`src/rtl/uart_tx_arb_pkg.sv`:
```
// Shared definitions for the UART transmitter arbiter: FSM state encoding
// and the default byte width.
package uart_tx_arb_pkg;

  typedef enum logic [1:0] {
    ST_IDLE       = 2'd0,
    ST_LOAD       = 2'd1,
    ST_WAIT_START = 2'd2,
    ST_WAIT_DONE  = 2'd3
  } state_t;

  localparam int DW_DEFAULT = 8;

endpackage

```
`src/rtl/uart_tx_arb_rr_pick.sv`:
```
// Combinational round-robin select: first set request scanning upward from
// i_ptr, wrapping modulo N. Returns one-hot grant and binary index.
module rr_pick #(
  parameter int N  = 4,
  parameter int PW = $clog2(N)
) (
  input  logic [N-1:0]  i_req,
  input  logic [PW-1:0] i_ptr,
  output logic [N-1:0]  o_gnt,
  output logic [PW-1:0] o_idx
);

  logic [PW-1:0] w_rot [N];

  // w_rot[k] is the requester sitting k places after the pointer.
  for (genvar gi = 0; gi < N; gi++) begin : g_rot
    assign w_rot[gi] = PW'((32'(i_ptr) + 32'(gi)) % 32'(N));
  end

  // Scan from the farthest slot down so the nearest pending one wins.
  always_comb begin
    o_gnt = '0;
    o_idx = '0;
    for (int k = N - 1; k >= 0; k--) begin
      if (i_req[w_rot[k]]) begin
        o_idx = w_rot[k];
        o_gnt = N'(1) << w_rot[k];
      end
    end
  end

endmodule

```
`src/rtl/uart_tx_arb.sv`:
```
// Round-robin arbiter sharing one UART transmitter between N byte producers,
// with a start timeout guarding against a transmitter that never goes busy.
module uart_tx_arb
  import uart_tx_arb_pkg::*;
#(
  parameter int N         = 4,
  parameter int DW        = DW_DEFAULT,
  parameter int START_TMO = 16
) (
  input  logic            Clk,
  input  logic            Rst,
  input  logic [N-1:0]    Req,
  input  logic [N*DW-1:0] Data,
  output logic [N-1:0]    Gnt,
  output logic [DW-1:0]   Tx_datain,
  output logic            Tx_wrsig,
  input  logic            Tx_busy,
  output logic            Busy,
  output logic            Err
);

  localparam int PW = $clog2(N);
  localparam int CW = $clog2(START_TMO);

  state_t        r_state, w_state_next;
  logic [PW-1:0] r_ptr, w_ptr_next;
  logic [CW-1:0] r_cnt, w_cnt_next;
  logic [DW-1:0] r_datain, w_datain_next;
  logic [N-1:0]  r_gnt, w_gnt_next;
  logic          r_wrsig, w_wrsig_next;
  logic          r_busy, w_busy_next;
  logic          r_err, w_err_next;

  logic [N-1:0]  w_pick_gnt;
  logic [PW-1:0] w_pick_idx;

  rr_pick #(.N(N), .PW(PW)) u_pick (
    .i_req (Req),
    .i_ptr (r_ptr),
    .o_gnt (w_pick_gnt),
    .o_idx (w_pick_idx)
  );

  always_comb begin
    w_state_next  = r_state;
    w_ptr_next    = r_ptr;
    w_cnt_next    = r_cnt;
    w_datain_next = r_datain;
    w_gnt_next    = '0;
    w_wrsig_next  = 1'b0;
    w_err_next    = 1'b0;
    case (r_state)
      ST_IDLE: begin
        if (|Req) begin
          w_datain_next = Data[int'(w_pick_idx) * DW +: DW];
          w_wrsig_next  = 1'b1;
          w_gnt_next    = w_pick_gnt;
          w_ptr_next    = (w_pick_idx == PW'(N - 1)) ? '0 : w_pick_idx + PW'(1);
          w_state_next  = ST_LOAD;
        end
      end
      ST_LOAD: begin
        w_cnt_next   = '0;
        w_state_next = ST_WAIT_START;
      end
      ST_WAIT_START: begin
        // A missing busy edge drops the byte; the requester already saw Gnt.
        if (Tx_busy) begin
          w_state_next = ST_WAIT_DONE;
        end else if (r_cnt == CW'(START_TMO - 1)) begin
          w_err_next   = 1'b1;
          w_state_next = ST_IDLE;
        end else begin
          w_cnt_next = r_cnt + CW'(1);
        end
      end
      ST_WAIT_DONE: begin
        if (!Tx_busy) w_state_next = ST_IDLE;
      end
      default: w_state_next = ST_IDLE;
    endcase
    w_busy_next = (w_state_next != ST_IDLE);
  end

  always_ff @(posedge Clk) begin
    if (Rst) begin
      r_state  <= ST_IDLE;
      r_ptr    <= '0;
      r_cnt    <= '0;
      r_datain <= '0;
      r_gnt    <= '0;
      r_wrsig  <= 1'b0;
      r_busy   <= 1'b0;
      r_err    <= 1'b0;
    end else begin
      r_state  <= w_state_next;
      r_ptr    <= w_ptr_next;
      r_cnt    <= w_cnt_next;
      r_datain <= w_datain_next;
      r_gnt    <= w_gnt_next;
      r_wrsig  <= w_wrsig_next;
      r_busy   <= w_busy_next;
      r_err    <= w_err_next;
    end
  end

  assign Gnt       = r_gnt;
  assign Tx_datain = r_datain;
  assign Tx_wrsig  = r_wrsig;
  assign Busy      = r_busy;
  assign Err       = r_err;

endmodule

```
`config.mk`:
```
export PLATFORM = sky130hd
export DESIGN_NAME = uart_tx_arb
export DESIGN_NICKNAME = d
export VERILOG_FILES = /design/src/rtl/uart_tx_arb_pkg.sv /design/src/rtl/uart_tx_arb_rr_pick.sv /design/src/rtl/uart_tx_arb.sv
export SDC_FILE = /design/constraint.sdc
export NUM_CORES = 1
export LEC_CHECK = 0
export CAP_MARGIN = 20
export CELL_PAD_IN_SITES_DETAIL_PLACEMENT = 1
export CELL_PAD_IN_SITES_GLOBAL_PLACEMENT = 2
export CORE_ASPECT_RATIO = 0.7
export CORE_MARGIN = 1
export CORE_UTILIZATION = 25
export CTS_BUF_LIST = sky130_fd_sc_hd__clkbuf_16
export CTS_CLUSTER_SIZE = 24
export DETAILED_ROUTE_END_ITERATION = 10
export PLACE_DENSITY_LB_ADDON = 0.1
export SLEW_MARGIN = 15
export SYNTH_ARGS = -nofsm -noshare
export SYNTH_HDL_FRONTEND = slang
export SYNTH_SLANG_ARGS = --single-unit
export TNS_END_PERCENT = 100
```
`constraint.sdc`:
```
create_clock -name Clk -period 3 [get_ports Clk]
set_input_delay 0.6 -clock Clk [delete_from_list [all_inputs] [get_ports Clk]]
set_output_delay 0.6 -clock Clk [all_outputs]
set_load 0.05 [all_outputs]
```
## After elaboration in Yosys (flattened, before gate mapping)

Cells that the tools add are included.

- Register bits after elaboration: 23
- Bits of input ports: 39
- Output and inout bits: 15
- Logic and storage cells: 68

- Add/sub/neg operators: 5
- $lt $le $gt $ge: 4
- Equality and inequality tests: 7
- Shift operators: 5
- Mux-type cells: 27
- Bitwise logic cells: 3
- Reduce and logical (&&, ||, !) cells: 9

Operators with widths:

| cell | count |
|---|---|
| indexed part select 32 x 6 -> 8 bit | 1 |
| two-way mux 4 bit | 6 |
| two-way mux 2 bit | 9 |
| left shift 1 x 2 -> 4 bit, first input constant | 4 |
| < comparator 2 x 3 -> 1 bit, second input constant | 4 |
| binary-select mux 1 bit (select 2 bit) | 4 |
| case mux 2 bit (4 select lines) | 1 |
| case mux 4 bit (2 select lines) | 1 |
| equality test 2 bit, second input constant | 3 |
| two-way mux 1 bit | 6 |
| OR reduction 3 bit | 2 |
| adder 2 x 1 -> 2 bit, second input constant | 2 |
| adder 2 bit, second input constant | 2 |
| adder 4 x 1 -> 4 bit, second input constant | 1 |
| equality test 4 bit, second input constant | 1 |
| != test 2 bit, second input constant | 2 |
| nonzero test 2 bit | 2 |
| OR reduction 4 bit | 1 |
| NOT 1 bit | 3 |
| AND reduction 3 bit | 1 |
| equality test 2 x 1 -> 1 bit, second input constant | 1 |
| zero test 2 bit | 1 |
| AND reduction 2 bit | 1 |
| OR reduction 2 bit | 1 |

## Depth between registers and ports, before layout

- Word-level depth: 9
- Gate-level depth with buffers: 11
- Mapped depth without buffers: 8

## By module

Synthesis repeated with hierarchy kept, for this count alone.

- Cells, all modules: 167
- Area, all modules: 1566.5 sq um

By module, submodules not included:

| module | times used | cells an instance | area an instance (sq um) |
|---|---|---|---|
| uart_tx_arb | 1 | 107 | 1076.0 |
| rr_pick | 1 | 60 | 490.5 |

## Worst setup path before layout

No wires, ideal clock.

- Path kind: reg2reg
- From: register r_ptr[1]
- To: register r_datain[6] (netlist: Tx_datain[6])
- Setup time: 117 ps
- Arrival: 2638 ps
- Data required time: 2883 ps
- Setup slack: 245 ps
- Stages on the path, launching flop included: 9
- Buffers on the path: 1
- Period minus slack after synthesis: 2755 ps
- Cell sequence: dfxtp_1 -> inv_1 -> ha_1 -> clkbuf_1 -> mux4_2 -> o21ai_4 -> nand2_1 -> o221a_2 -> a32o_1

- Word-level cells in the longest chain between the ends: 8
- Elaborated cells on any way between the ends: 16

RTL lines:

| what | RTL line | RTL |
|---|---|---|
| start, declared | uart_tx_arb.sv:26 | `logic [PW-1:0] r_ptr, w_ptr_next;` |
| start signal, assigned | uart_tx_arb.sv:97 | `r_ptr <= w_ptr_next;` |
| adder 2 bit | uart_tx_arb_rr_pick.sv:17 | `assign w_rot[gi] = PW'((32'(i_ptr) + 32'(gi)) % 32'(N));` |
| binary-select mux 1 bit (select 2 bit) | uart_tx_arb_rr_pick.sv:25 | `if (i_req[w_rot[k]]) begin` |
| two-way mux 1 bit (not written as such) | uart_tx_arb_rr_pick.sv:25 |  |
| two-way mux 2 bit (3 in series) | uart_tx_arb_rr_pick.sv:25 |  |
| two-way mux 2 bit * | uart_tx_arb_rr_pick.sv:25 |  |
| indexed part select 32 x 6 -> 8 bit * | uart_tx_arb.sv:55 | `w_datain_next = Data[int'(w_pick_idx) * DW +: DW];` |
| end signal, assigned | uart_tx_arb.sv:99 | `r_datain <= w_datain_next;` |
| end, declared | uart_tx_arb.sv:28 | `logic [DW-1:0] r_datain, w_datain_next;` |

Mark *: on every way between the ends. The rest lies on a longest branch, timed or not. The select of a mux whose other input is x is not followed.
A chain may end at the register's enable or synchronous reset.

## Final worst setup path

- From: input Req[2]
- To: register r_datain[2] (netlist: Tx_datain[2])

- Word-level cells in the longest chain between the ends: 7
- Elaborated cells on any way between the ends: 15

RTL lines:

| what | RTL line | RTL |
|---|---|---|
| start, declared | uart_tx_arb.sv:12 | `input logic [N-1:0] Req,` |
| binary-select mux 1 bit (select 2 bit) | uart_tx_arb_rr_pick.sv:25 |  |
| two-way mux 1 bit (not written as such) | uart_tx_arb_rr_pick.sv:25 |  |
| two-way mux 2 bit (4 in series) | uart_tx_arb_rr_pick.sv:25 |  |
| indexed part select 32 x 6 -> 8 bit | uart_tx_arb.sv:55 |  |

Parallel ways exist; a longest one is shown, timed or not. The select of a mux whose other input is x is not followed.

==> impl_metrics.env <==
export IMPL_relSlewSlack_pct=58.4
export IMPL_cts_max_level=1
export IMPL_clock_fmax_mhz=358
export IMPL_hold_path_class="reg -> reg"
export IMPL_core_um2=7350
export IMPL_synthArstFlopShare_pct=0
export IMPL_dp_slack_ps=-38.3
export IMPL_port_buffer_count=53
export IMPL_p_leak_nw=1.01
export IMPL_grt_overflow_total=0
export IMPL_clkSinkCount=23
export IMPL_finalWirelength_um=6290
export IMPL_p_comb_share_pct=68.9
export IMPL_power_mw=2.41
export IMPL_crit_path_start="Req[2]"
export IMPL_ff2ff_path_depth=9
export IMPL_cpPeakStageDelay_ps=570
export IMPL_power_internal_mw=1.26
export IMPL_yosysTopAreaCellShare_pct=24.1
export IMPL_drive_gt1_share_pct=15.4
export IMPL_synth_top_family_by_area="compound AO/OA/AOI/OAI gates"
export IMPL_rsz0062_at_grt="no"
export IMPL_grt_pass1_vias=1961
export IMPL_netlist_area_um2=1910
export IMPL_cts_buffer_depth=2
export IMPL_place_congestion=0.793
export IMPL_clock_power_share_pct=12.6
export IMPL_post_cts_resized=0
export IMPL_grt_total_usage_pct=16.6
export IMPL_first_iter_violations=105
export IMPL_hold_violations=0
export IMPL_n_antenna_cell=0
export IMPL_switching_share_pct=47.7
export IMPL_netlist_instances=226
export IMPL_r2r_end="Tx_datain[2]"
export IMPL_seq_area_frac_synth_pct=24.1
export IMPL_n_fill_cell=883
export IMPL_fp_row_count=26
export IMPL_tritoncts="done"
export IMPL_wire_per_inst_um=16.1
export IMPL_synthTopCellsByArea="dfxtp_1 (24%), mux2i_1 (9.4%), ha_1 (5.9%)"
export IMPL_synthAdderAreaFrac_pct=5.90
export IMPL_ios=54
export IMPL_synthSimpleGateAreaFrac_pct=17.8
export IMPL_die_height_um=75.1
export IMPL_drc=0
export IMPL_sequentialPowerShare_pct=18.4
export IMPL_synth_edf_count=0
export IMPL_post_route_period_util_pct=93.2
export IMPL_synth_mux_area_share_pct=18.9
export IMPL_start_util_pct=26.0
export IMPL_cp_slowest_cell="mux4_2"
export IMPL_synth_seq_cells=23
export IMPL_yosys_area_top_type="dfxtp_1"
export IMPL_cap_viol_max_count=0
export IMPL_p_sw_mw=1.15
export IMPL_timing_rr_start="r_ptr[0]"
export IMPL_grt_max_degree=24
export IMPL_powerDensity_nw_per_um2=870
export IMPL_outcome="completed"
export IMPL_cts_hold_buf=0
export IMPL_worstSetupPathType="in -> reg"
export IMPL_ys_warn_count=0
export IMPL_tightestPinTransition_ps=619
export IMPL_fin_ws_ps=204
export IMPL_ys_types=43
export IMPL_syn_area_per_cell_um2=8.45
export IMPL_peakVddDrop_mv=0.298
export IMPL_drt_pass1_iterations=4
export IMPL_cp_data_required_time_ps=3160
export IMPL_startpoint_type="primary input"
export IMPL_finalMaxSlewViolations=0
export IMPL_numCtsBuffers=3
export IMPL_crit_end="Tx_datain[2]"
export IMPL_ant_nets=0
export IMPL_clock_latency_ps=260
export IMPL_skew_ps=3.89
export IMPL_arrival_ps=2960
export IMPL_clockRootBuffer="clkbuf_16"
export IMPL_r2r_slack_ps=310
export IMPL_synth_compound_area_share_pct=29.2
export IMPL_tns_ps=0
export IMPL_nNetsFinal=342
export IMPL_avgViaCountPerCell=5.04
export IMPL_grt_antenna_before_repair=0
export IMPL_die_area_um2=8000
export IMPL_synth_ff_type="dfxtp_1"
export IMPL_layout_min_cycle_time_ps=2800
export IMPL_die_w_um=106
export IMPL_end_kind="register"
export IMPL_vias=1970
export IMPL_worstPathMaxFanout=9
export IMPL_setup_violations=0
export IMPL_clkTransAtPathRegs_ps=60
export IMPL_area_growth_pct=45.0
export IMPL_postCtsSetupBuffers=0
export IMPL_crit_chain="clkdlybuf4s50_1, buf_4, mux4_2, a21oi_4, o21ai_4, mux2_1, o31a_1, o32ai_1"
export IMPL_grt_pass1_wl_um=10300
export IMPL_synth_fp_nets=274
export IMPL_hpwlAfterDp_um=4900
export IMPL_synth_xor_area_share_pct=0
## worst min-delay path by stage
stage                   from  endpoint  slack (ps)  depth (start not counted)
floorplan           r_cnt[3]       Err         490                          2
global placement    r_cnt[3]       Err         530                          2
detailed placement  r_cnt[3]       Err         530                          2
CTS                 r_cnt[3]       Err         540                          2
global route        r_cnt[3]       Err         590                          2
finish              r_cnt[3]       Err         550                          2
## cell usage after synthesis (7+ instances only)
cell type and count:
nor2_1 24, o31a_1 7, nand3_1 9, o21ai_0 12, nand2b_1 9, clkbuf_1 7, a21oi_1 12, o32ai_1 7
ha_1 9, nand2_1 23, mux2_1 7, o22a_1 7, dfxtp_1 23, mux2i_1 18
## power groups by stage
stage / clock, mW / sequential [mW] / combinational (mW)
after floorplan: 0 / 0.677 / 0.868
after global placement: 0 / 0.449 / 1.66
after detailed placement: 0 / 0.450 / 1.65
after CTS: 0.315 / 0.445 / 1.66
after global routing: 0.326 / 0.454 / 1.80
final: 0.304 / 0.444 / 1.66
## registers in the layout (all words and copies together), names as in the netlist
signal,flops
Tx_wrsig,1
Err,1
r_state,2
r_cnt,4
Tx_datain,8
r_ptr,2
Busy,1
Gnt,4
## placed cells by master (no fill, tap or decap), types with 3 or more instances in the layout
master            n
dfxtp_1          23
clkdlybuf4s50_1  53
o21ai_0          12
mux2_1            7
nor2_1           24
ha_1              9
buf_4            22
nand3_1           9
o22a_1            7
clkbuf_16         3
a21oi_1          12
nand2b_1          9
nor3_1            3
o31a_1            7
o32ai_1           7
inv_1             5
o21ai_2           4
a221o_1           4
mux2i_1          18
nand2_1          23
mux2_2            3
## layer usage
layer | vias up | wire, µm | GRT usage, %
met5 | - | 0 | 0
met4 | 0 | 22 | 2.28
met3 | 2 | 244 | 2.51
met2 | 43 | 2500 | 25.3
met1 | 937 | 3520 | 25.2
li1 | 988 | - | -
## cell families (layout without fill, tap and decap cells)
group	Yosys count	after routing
compound gates	70	70
buf+inv	18	85
simple gates	75	75
flops	23	23
mux	31	31
fa+ha+maj	9	9
## final cells by class
cell class | instances | area (µm²) | share of cell area (%)
clock inverters | 1 | 5.00 | 0.181
multi-input cells | 185 | 1370 | 49.5
clock buffers | 3 | 75.1 | 2.71
repair buffers | 76 | 716 | 25.8
inverters | 5 | 18.8 | 0.678
flip-flops and latches | 23 | 460 | 16.6
well taps | 98 | 123 | 4.43
## worst max-delay path: cells and delay by family
| family | cells | cell delay (ps) |
|---|---|---|
| buf+inv | 2 | 610 |
| mux | 2 | 980 |
| compound gates | 4 | 760 |
## stage by stage
step | cells | area (µm²) | hold slack (ps) | utilization [%]
2_1_floorplan | 226 | 1910 | 493 | -
3_3_place_gp | 387 | 2690 | 528 | 36.6
6_report | 391 | 2770 | 546 | 37.7
5_1_grt | 391 | 2770 | 590 | 37.7
4_1_cts | 391 | 2770 | 545 | 37.7
3_5_place_dp | 387 | 2690 | 532 | 36.6
No activity file was read; power rests on OpenSTA's default activity.
